$ cat src/rtl/iot_event_scheduler_pkg.sv
// Shared definitions for the IoT event scheduler and the active-device monitor.
//   N_DEV_DEFAULT : default number of device requesters
//   EV_UP/EV_DOWN : on_off encodings seen by the monitor (count up / count down)
package iot_pkg;

    localparam int unsigned N_DEV_DEFAULT = 4;

    localparam logic EV_UP   = 1'b1;
    localparam logic EV_DOWN = 1'b0;

endpackage : iot_pkg

$ cat src/rtl/iot_event_scheduler_if.sv
// Device-side bundle of the IoT event scheduler.
//   req        : per-device request, held until acked
//   req_on     : per-device direction (1 = turning on), valid while req is high
//   ack        : one-hot, one-cycle grant pulse
//   change     : event to the monitor this cycle
//   on_off     : monitor count direction, meaningful only with change
//   active_map : current on/off state of each device
//   dropped    : granted request was redundant, no event issued
// master = device agents side, slave = scheduler side.
interface iot_event_scheduler_if #(
    parameter int unsigned N = 4
) ();

    logic [N-1:0] req;
    logic [N-1:0] req_on;
    logic [N-1:0] ack;
    logic         change;
    logic         on_off;
    logic [N-1:0] active_map;
    logic         dropped;

    modport master (
        output req,
        output req_on,
        input  ack,
        input  change,
        input  on_off,
        input  active_map,
        input  dropped
    );

    modport slave (
        input  req,
        input  req_on,
        output ack,
        output change,
        output on_off,
        output active_map,
        output dropped
    );

endinterface : iot_event_scheduler_if

$ cat src/rtl/iot_event_scheduler_rr_arbiter.sv
// Round-robin arbiter with a registered priority pointer.
//   clk, rst    : clock and synchronous active-high reset (pointer -> 0)
//   eligible    : per-requester eligibility this cycle
//   grant       : one-hot winner (combinational)
//   grant_valid : some requester won
// The pointer moves to (winner + 1) mod N on every grant.
module rr_arbiter #(
    parameter int unsigned N = 4
) (
    input  logic         clk,
    input  logic         rst,
    input  logic [N-1:0] eligible,
    output logic [N-1:0] grant,
    output logic         grant_valid
);

    localparam int unsigned PW = (N > 1) ? $clog2(N) : 1;

    logic [PW-1:0]  ptr;
    logic [PW-1:0]  win;
    logic [N-1:0]   hi_mask;
    logic [2*N-1:0] scan;
    logic           found;

    // Lower half keeps only requesters at or above the pointer; the upper
    // half is the unmasked copy, so the first set bit of the concatenation
    // is the first eligible requester in wrapped order.
    always_comb begin
        hi_mask = '0;
        for (int unsigned i = 0; i < N; i++) begin
            hi_mask[i] = (i >= 32'(ptr));
        end
        scan  = {eligible, eligible & hi_mask};
        found = 1'b0;
        win   = '0;
        for (int unsigned j = 0; j < 2 * N; j++) begin
            if (scan[j] && !found) begin
                found = 1'b1;
                win   = PW'(j % N);
            end
        end
        grant = '0;
        if (found) begin
            grant[win] = 1'b1;
        end
        grant_valid = found;
    end

    always_ff @(posedge clk) begin
        if (rst) begin
            ptr <= '0;
        end else if (grant_valid) begin
            ptr <= (win == PW'(N - 1)) ? '0 : win + 1'b1;
        end
    end

endmodule : rr_arbiter

$ cat src/rtl/iot_event_scheduler.sv
// Serialises device connect/disconnect requests into the monitor's single
// change/on_off event interface, one grant per clock, round-robin fair.
//   clk : system clock, rising edge
//   rst : synchronous active-high reset, shared with the monitor
//   bus : iot_event_scheduler_if.slave (req/req_on in; ack, change, on_off,
//         active_map, dropped out, all registered)
// Redundant requests (on-while-on, off-while-off) are acked but flagged via
// dropped instead of reaching the monitor.
module iot_event_scheduler
    import iot_pkg::*;
#(
    parameter int unsigned N_DEV = N_DEV_DEFAULT
) (
    input logic                  clk,
    input logic                  rst,
    iot_event_scheduler_if.slave bus
);

    logic [N_DEV-1:0] ack_q;
    logic             change_q;
    logic             on_off_q;
    logic [N_DEV-1:0] map_q;
    logic             dropped_q;

    logic [N_DEV-1:0] eligible;
    logic [N_DEV-1:0] grant;
    logic             grant_valid;
    logic             win_on;
    logic             win_active;

    // A device acked last cycle may still show its old req; mask it out.
    assign eligible = bus.req & ~ack_q;

    rr_arbiter #(
        .N (N_DEV)
    ) u_arb (
        .clk         (clk),
        .rst         (rst),
        .eligible    (eligible),
        .grant       (grant),
        .grant_valid (grant_valid)
    );

    // Selecting through the one-hot grant keeps X on idle req_on bits out.
    always_comb begin
        win_on     = |(grant & bus.req_on);
        win_active = |(grant & map_q);
    end

    always_ff @(posedge clk) begin
        if (rst) begin
            ack_q     <= '0;
            change_q  <= 1'b0;
            on_off_q  <= EV_DOWN;
            map_q     <= '0;
            dropped_q <= 1'b0;
        end else begin
            ack_q     <= grant;
            change_q  <= 1'b0;
            on_off_q  <= EV_DOWN;
            dropped_q <= 1'b0;
            if (grant_valid) begin
                if (win_on != win_active) begin
                    change_q <= 1'b1;
                    on_off_q <= win_on ? EV_UP : EV_DOWN;
                    map_q    <= map_q ^ grant;
                end else begin
                    dropped_q <= 1'b1;
                end
            end
        end
    end

    assign bus.ack        = ack_q;
    assign bus.change     = change_q;
    assign bus.on_off     = on_off_q;
    assign bus.active_map = map_q;
    assign bus.dropped    = dropped_q;

endmodule : iot_event_scheduler
$ cat src/flat_wrapper.sv
// flat-port wrapper written by rule: the top's interface ports become plain ports
module iot_event_scheduler_flat import iot_pkg::*;
#(
    parameter int unsigned N_DEV = N_DEV_DEFAULT
)
  (clk, rst, bus_req, bus_req_on, bus_ack, bus_change, bus_on_off, bus_active_map, bus_dropped);
  iot_event_scheduler_if bus_i ();
  input logic clk;
  input logic rst;
  input wire logic [$bits(bus_i.req)-1:0] bus_req;
  input wire logic [$bits(bus_i.req_on)-1:0] bus_req_on;
  output wire logic [$bits(bus_i.ack)-1:0] bus_ack;
  output wire logic [$bits(bus_i.change)-1:0] bus_change;
  output wire logic [$bits(bus_i.on_off)-1:0] bus_on_off;
  output wire logic [$bits(bus_i.active_map)-1:0] bus_active_map;
  output wire logic [$bits(bus_i.dropped)-1:0] bus_dropped;
  assign bus_i.req = bus_req;
  assign bus_i.req_on = bus_req_on;
  assign bus_ack = bus_i.ack;
  assign bus_change = bus_i.change;
  assign bus_on_off = bus_i.on_off;
  assign bus_active_map = bus_i.active_map;
  assign bus_dropped = bus_i.dropped;
  iot_event_scheduler #(.N_DEV(N_DEV)) u_core (.clk(clk), .rst(rst), .bus(bus_i));
endmodule
$ cat config.mk
export PLATFORM = sky130hd
export DESIGN_NAME = iot_event_scheduler_flat
export DESIGN_NICKNAME = d
export VERILOG_FILES = /design/src/rtl/iot_event_scheduler_pkg.sv /design/src/rtl/iot_event_scheduler_if.sv /design/src/rtl/iot_event_scheduler_rr_arbiter.sv /design/src/rtl/iot_event_scheduler.sv /design/src/flat_wrapper.sv
export SDC_FILE = /design/constraint.sdc
export NUM_CORES = 1
export LEC_CHECK = 0
export CORE_ASPECT_RATIO = 0.9
export CORE_UTILIZATION = 40
export CTS_BUF_LIST = sky130_fd_sc_hd__clkbuf_4 sky130_fd_sc_hd__clkbuf_8 sky130_fd_sc_hd__clkbuf_16
export DETAILED_ROUTE_END_ITERATION = 10
export PLACE_DENSITY = 0.7
export SLEW_MARGIN = 30
export SYNTH_ARGS = -nofsm -noshare
export SYNTH_HDL_FRONTEND = slang
export SYNTH_SLANG_ARGS = --single-unit
$ cat constraint.sdc
create_clock -name clk -period 6.75 [get_ports clk]
set_clock_uncertainty 0.1 [all_clocks]
set_input_delay 1.35 -clock clk [delete_from_list [all_inputs] [get_ports clk]]
set_output_delay 1.35 -clock clk [all_outputs]
set_load 0.01 [all_outputs]
======== After elaboration in Yosys (flattened, before gate mapping) ========
Index checks and enable logic that the tools add are counted.
word-level totals
  register bits after elaboration ......... 13
  word-level logic and storage cells ...... 64
cells by class
  add/sub/neg operators ................... 1
  magnitude comparators ................... 5
  eq/ne operators ......................... 2
  multiplexer cells ....................... 22
  bitwise logic cells ..................... 8
  reduce and logical (&&, ||, !) cells .... 20
operators with widths
  cell                 count
  $and 4x4->4          4
  $mux 2               7
  $mux 1               13
  $logic_and 1x1->1    8
  $reduce_or 4->1      2
  $logic_not 1->1      7
  $ge 1x2->1 const A   2
  $mux 4               1
  $not 4->4            1
  $xor 4x4->4          1
  $lt 2x3->1 const B   1
  $reduce_or 3->1      1
  $add 2x1->2 const B  1
  $demux 1 s2          1
  $eq 2x2->1 const B   1
  $ge 2x1->1 const B   1
  $ge 2x2->1 const A   1
  $not 1->1            2
  $reduce_and 2->1     1
  $reduce_or 2->1      1
  $ne 1x1->1           1

======== Longest topological paths before layout ========
  depth after elaboration ................. 35
  gate-level depth with buffers ........... 12
  depth with buffers taken out ............ 11

======== By module ========
From an unflattened synthesis, not the netlist that was laid out.
unflattened totals
  cell total of the unflattened synthesis .. 83
  area, all modules ....................... 827.0 um^2
by module, submodules not included
  module               times used  cells an instance  area each (um^2)
  iot_event_scheduler  1           47                 530.5
  rr_arbiter           1           36                 296.5

======== Least setup slack after synthesis ========
OpenSTA, ideal clock, no wires.
  kind .................................... in2reg
  from .................................... input port bus_req[3]
  to ...................................... register u_core.map_q[1], in the netlist u_core.bus.active_map[1]
  arrival time ............................ 3,534 ps
  required time ........................... 6,522 ps
  setup slack ............................. 2,988 ps
  cell stages on the path ................. 11
  path buffers ............................ 3
  cell sequence ........................... nor2b_4 -> or4_1 -> buf_2 -> buf_6 -> and2_1 -> ha_1 -> or4_1 -> buf_2 -> nand2_1 -> o21ai_0 -> nand4b_1
on the way
  word-level cells in the longest chain between the ends .. 25
  elaborated cells on any way between the ends .. 34
  classes of those cells .................. order compare (2); eq/ne (1); mux (13); bitwise (5); reduce/logical (13)
ends and longest elaborated chain
  what                                line                                                  text
  start: declaration                  flat_wrapper.sv:10                                    input wire logic [$bits(bus_i.req)-1:0] bus_req;
  $and 4x4->4 (*)                     iot_event_scheduler.sv:32                             assign eligible = bus.req & ~ack_q;
  $and 4x4->4                         iot_event_scheduler_rr_arbiter.sv:33                  scan = {eligible, eligible & hi_mask};
  $logic_and 1x1->1                   iot_event_scheduler_rr_arbiter.sv:37                  if (scan[j] && !found) begin
  $mux 1                              iot_event_scheduler_rr_arbiter.sv:37
  $logic_not 1->1                     iot_event_scheduler_rr_arbiter.sv:37
  $logic_and 1x1->1                   iot_event_scheduler_rr_arbiter.sv:37
  $mux 1                              iot_event_scheduler_rr_arbiter.sv:37
  $logic_not 1->1                     iot_event_scheduler_rr_arbiter.sv:37
  [... 10 more ...]                   --
  $mux 1 (implied by the code)        iot_event_scheduler_rr_arbiter.sv:44                  grant[win] = 1'b1;
  $demux 1 s2                         iot_event_scheduler_rr_arbiter.sv:44
  $mux 4 (*)                          iot_event_scheduler_rr_arbiter.sv:43                  if (found) begin
  net u_core.grant[1]                 iot_event_scheduler.sv:26                             logic [N_DEV-1:0] grant;
  $and 4x4->4 (on tied branches)      iot_event_scheduler.sv:46, iot_event_scheduler.sv:47
  $reduce_or 4->1 (on tied branches)  iot_event_scheduler.sv:46, iot_event_scheduler.sv:47
  $ne 1x1->1                          iot_event_scheduler.sv:63                             if (win_on != win_active) begin
  $reduce_and 2->1 (no source line)   --
  end signal: assignment              iot_event_scheduler.sv:66                             map_q <= map_q ^ grant;
  end: declaration                    iot_event_scheduler.sv:22                             logic [N_DEV-1:0] map_q;
Mark *: on every way through the listed nets, which the timed path passes. The rest lies on a longest branch.
A chain may end at the register's enable or synchronous reset.

======== Worst setup path in the final report ========
  from .................................... input port bus_req[3]
  to ...................................... register u_core.map_q[3], in the netlist u_core.bus.active_map[3]
on the way
  word-level cells in the longest chain between the ends .. 25
  elaborated cells on any way between the ends .. 34
  classes of those cells .................. order compare (2); eq/ne (1); mux (13); bitwise (5); reduce/logical (13)
ends and longest elaborated chain
  what                                   line
  $and 4x4->4 (*)                        iot_event_scheduler.sv:32
  $and 4x4->4                            iot_event_scheduler_rr_arbiter.sv:33
  $logic_and 1x1->1                      iot_event_scheduler_rr_arbiter.sv:37
  $mux 1                                 iot_event_scheduler_rr_arbiter.sv:37
  $logic_not 1->1                        iot_event_scheduler_rr_arbiter.sv:37
  $logic_and 1x1->1                      iot_event_scheduler_rr_arbiter.sv:37
  $mux 1                                 iot_event_scheduler_rr_arbiter.sv:37
  $logic_not 1->1                        iot_event_scheduler_rr_arbiter.sv:37
  [... 10 more ...]                      --
  $mux 1 (implied by the code)           iot_event_scheduler_rr_arbiter.sv:44
  $demux 1 s2                            iot_event_scheduler_rr_arbiter.sv:44
  $mux 4 (*)                             iot_event_scheduler_rr_arbiter.sv:43
  net u_core.grant[1]                    iot_event_scheduler.sv:26
  $and 4x4->4 (on tied branches)         iot_event_scheduler.sv:46, iot_event_scheduler.sv:47
  $reduce_or 4->1 (on tied branches)     iot_event_scheduler.sv:46, iot_event_scheduler.sv:47
  $ne 1x1->1 (*)                         iot_event_scheduler.sv:63
  $reduce_and 2->1 (no source line) (*)  --
Marked as above.

==> out/metrics.yaml <==
worst_setup_path:
  cp.required_ns: 6.81
  worst_setup_path_start_kind: "primary input"
  worst-endpoint-arrival_ns: 4.28
  critical_path_class: "in -> reg"
  crit_fanout: 15
  cp-end-kind: "register"
cts:
  cts_root_buf: "clkbuf_4"
  clk_pin_slew_worst_paths_ns: 0.09
  cts-hold-fix-buffers: 0
  clock_latency_ns: 0.28
  ctsResizeCount: 0
  cts.sinks: 13
  cts_tree: "built"
  ctsHtreeMaxLevel: 1
  cts_setup_buffers: 0
  cts.path.max_buffers: 2
  cts_made_buffers: 3
finish:
  seq_area_um2: 260.3
  postLayoutCoreUtil_pct: 56.39
  antenna_cells: 0
  syn_to_final_growth_pct: 25.69
  multi_input_area_um2: 603.1
  drive_gt1_share_pct: 6.349
  final_nets: 145
  n_fill_cell: 184
  final-instance-count-excl-fill: 151
  design_area_um2: 1132
sta:
  rsz0062_at_grt: "false"
  hold_viol_final: 0
  finalMaxSlewViolations: 0
  min_period_ns: 4.227
  timing.final.ws_setup_ns: 2.523
  tightest_slew_ns: 0.7423
  setup-tns-final_ns: 0
  period_share_pct: 62.62
  setup_viol: 0
  slew_headroom_pct: 50.10
  fmaxAchievable_ghz: 0.2366
  whs_ns: 0.4457
power_and_ir_drop:
  total_power_mw: 0.4278
  max-vdd-ir-drop_uv: 182.7
  p_leak_nw: 0.4540
  power_density_nw_per_um2: 377.8
logic_synthesis:
  ys_types: 26
  synth.avg_cell_area_um2: 8.419
  syn_area_um2: 900.9
  synth_fp_nets: 125
  netlist.area_leader.share_pct: 28.89
  ys_seq_elements: 13
  synth_area_leader_cell: "dfxtp_1"
  synth_warnings: 0
  yosysSeqAreaShare_pct: 28.89
  synthCells: 107
  synthTopCellsByArea: "dfxtp_1, ha_1, nand4_1, and2_1, nor2b_1"
detailed_routing:
  drtAntennaViolNets: 0
  vias: 834
  drt-total-wl_mm: 2.006
  drc_errors: 0
  drt_first_pass_iters: 4
  via_per_inst: 5.523
  drt_iter0_markers: 20
  wl_per_cell_um: 13.28
worst_hold_path:
  hold_class: "reg -> reg"
floorplanning:
  rows: 15
  fp.dieArea_um2: 2446
  start_util_pct: 44.86
  die_x_um: 52.03
  io_pins: 21
  die_y_um: 47.02
  core_area_um2: 2008
place:
  gp_congestion: 0.8082
  place_ws_ns: 2.262
  dpl.cell_count: 147
  dp_hpwl_mm: 1.496
  portBuffers: 20
  place_area_um2: 1102
grt:
  grt_pass1_vias: 768
  grt_overflow: 0
  grt_max_degree: 16
  grt_pass1_wl_mm: 3.325
  grt_usage_pct: 19.16
  antenna_found_initial: 0
outcome:
  outcome: "complete, no violations"
flow_run:
  cap_viol_max_count: 0
-- worst paths after layout --
check	start	to	slack [ns]	cells after the start
max reg2reg	u_core.bus.ack[3]$_SDFF_PP0_	u_core.bus.active_map[3]$_SDFFE_PP0P_	3.70	8
min reg2reg	u_core.u_arb.ptr[1]$_SDFFE_PP0N_	u_core.u_arb.ptr[1]$_SDFFE_PP0N_	0.45	2
min	u_core.u_arb.ptr[1]$_SDFFE_PP0N_	u_core.u_arb.ptr[1]$_SDFFE_PP0N_	0.45	2
max	bus_req[3]	u_core.bus.active_map[3]$_SDFFE_PP0P_	2.52	9
-- routing by layer --
layer / vias to the layer above / GRT usage [%] / part of all wire (%)
met4: 0 / 8.108 / 2.2
met2: 27 / 29.23 / 44
met3: 6 / 7.120 / 5.9
li1: 429 / - / -
met1: 372 / 24.47 / 48
met5: - / 0 / 0
-- power by group --
group / switching, mW / internal [mW] / total (mW)
sequential: 0.0203 / 0.106 / 0.126
combinational: 0.128 / 0.120 / 0.248
clock: 0.0263 / 0.0269 / 0.0532
-- flip-flops by register name, summed over array words and instances, names as in the netlist --
register and flops:
u_core.bus.ack 4, u_core.bus.active_map 4, u_core.u_arb.ptr 2, u_core.bus.change 1, u_core.bus.dropped 1, u_core.bus.on_off 1
-- layout by cell type (no fill, tap or decap) --
master           Yosys  final
nand4b_1             4      4
nor3_1               2      2
dfxtp_1             13     13
a22oi_1              2      2
clkdlybuf4s50_1      0     20
nor2b_1             10     10
or4_1                2      2
o22ai_1              1      1
ha_1                 8      8
nor2_1               6      6
clkbuf_4             0      4
a21oi_1              3      3
o22a_1               1      1
nor4_4               1      1
nor2b_4              2      2
o21ai_0              4      4
nand2b_1             3      3
o221ai_1             2      2
nor4_2               1      1
inv_1                2      2
xnor2_1              1      1
nand2_1             11     11
nand4_1             12     12
a21o_1               1      1
and2_1              10     10
-- final cells by class --
| type | instances | area share, % |
|---|---|---|
| Inverter | 2 | 0.6630 |
| Sequential cell | 13 | 22.98 |
| Clock buffer | 4 | 2.652 |
| Tap cell | 25 | 2.762 |
| Multi-Input combinational cell | 87 | 53.26 |
| Timing Repair Buffer | 20 | 17.68 |
-- worst max-delay path, cell delays in order --
cell and delay, ns:
clkdlybuf4s50_1 0.40, nor2b_4 0.15, or4_1 0.77, and2_1 0.28, ha_1 0.22, or4_1 0.70
nand2_1 0.11, o21ai_0 0.08, nand4b_1 0.21
-- cells by family after synthesis --
family,Yosys count,share of synthesized area (%)
and+or+nand+nor,64,44.86
AOI/OAI and AO/OA,14,10.00
adders and majority gates,8,11.11
buffers and inverters,7,4.166
DFF,13,28.89
xor gates and xnor gates,1,0.9724
-- Yosys cell counts --
cell	n
nor4_4	1
and2_1	10
nor3_1	2
nor4_2	1
buf_6	1
a21oi_1	3
o22ai_1	1
xnor2_1	1
ha_1	8
buf_2	3
nor2b_4	2
clkbuf_1	1
a22oi_1	2
o221ai_1	2
nor2_1	6
o21ai_0	4
inv_1	2
dfxtp_1	13
nand2b_1	3
nand4b_1	4
or4_1	2
nand2_1	11
o22a_1	1
a21o_1	1
nand4_1	12
nor2b_1	10
Power figures use the tool's default switching activity.
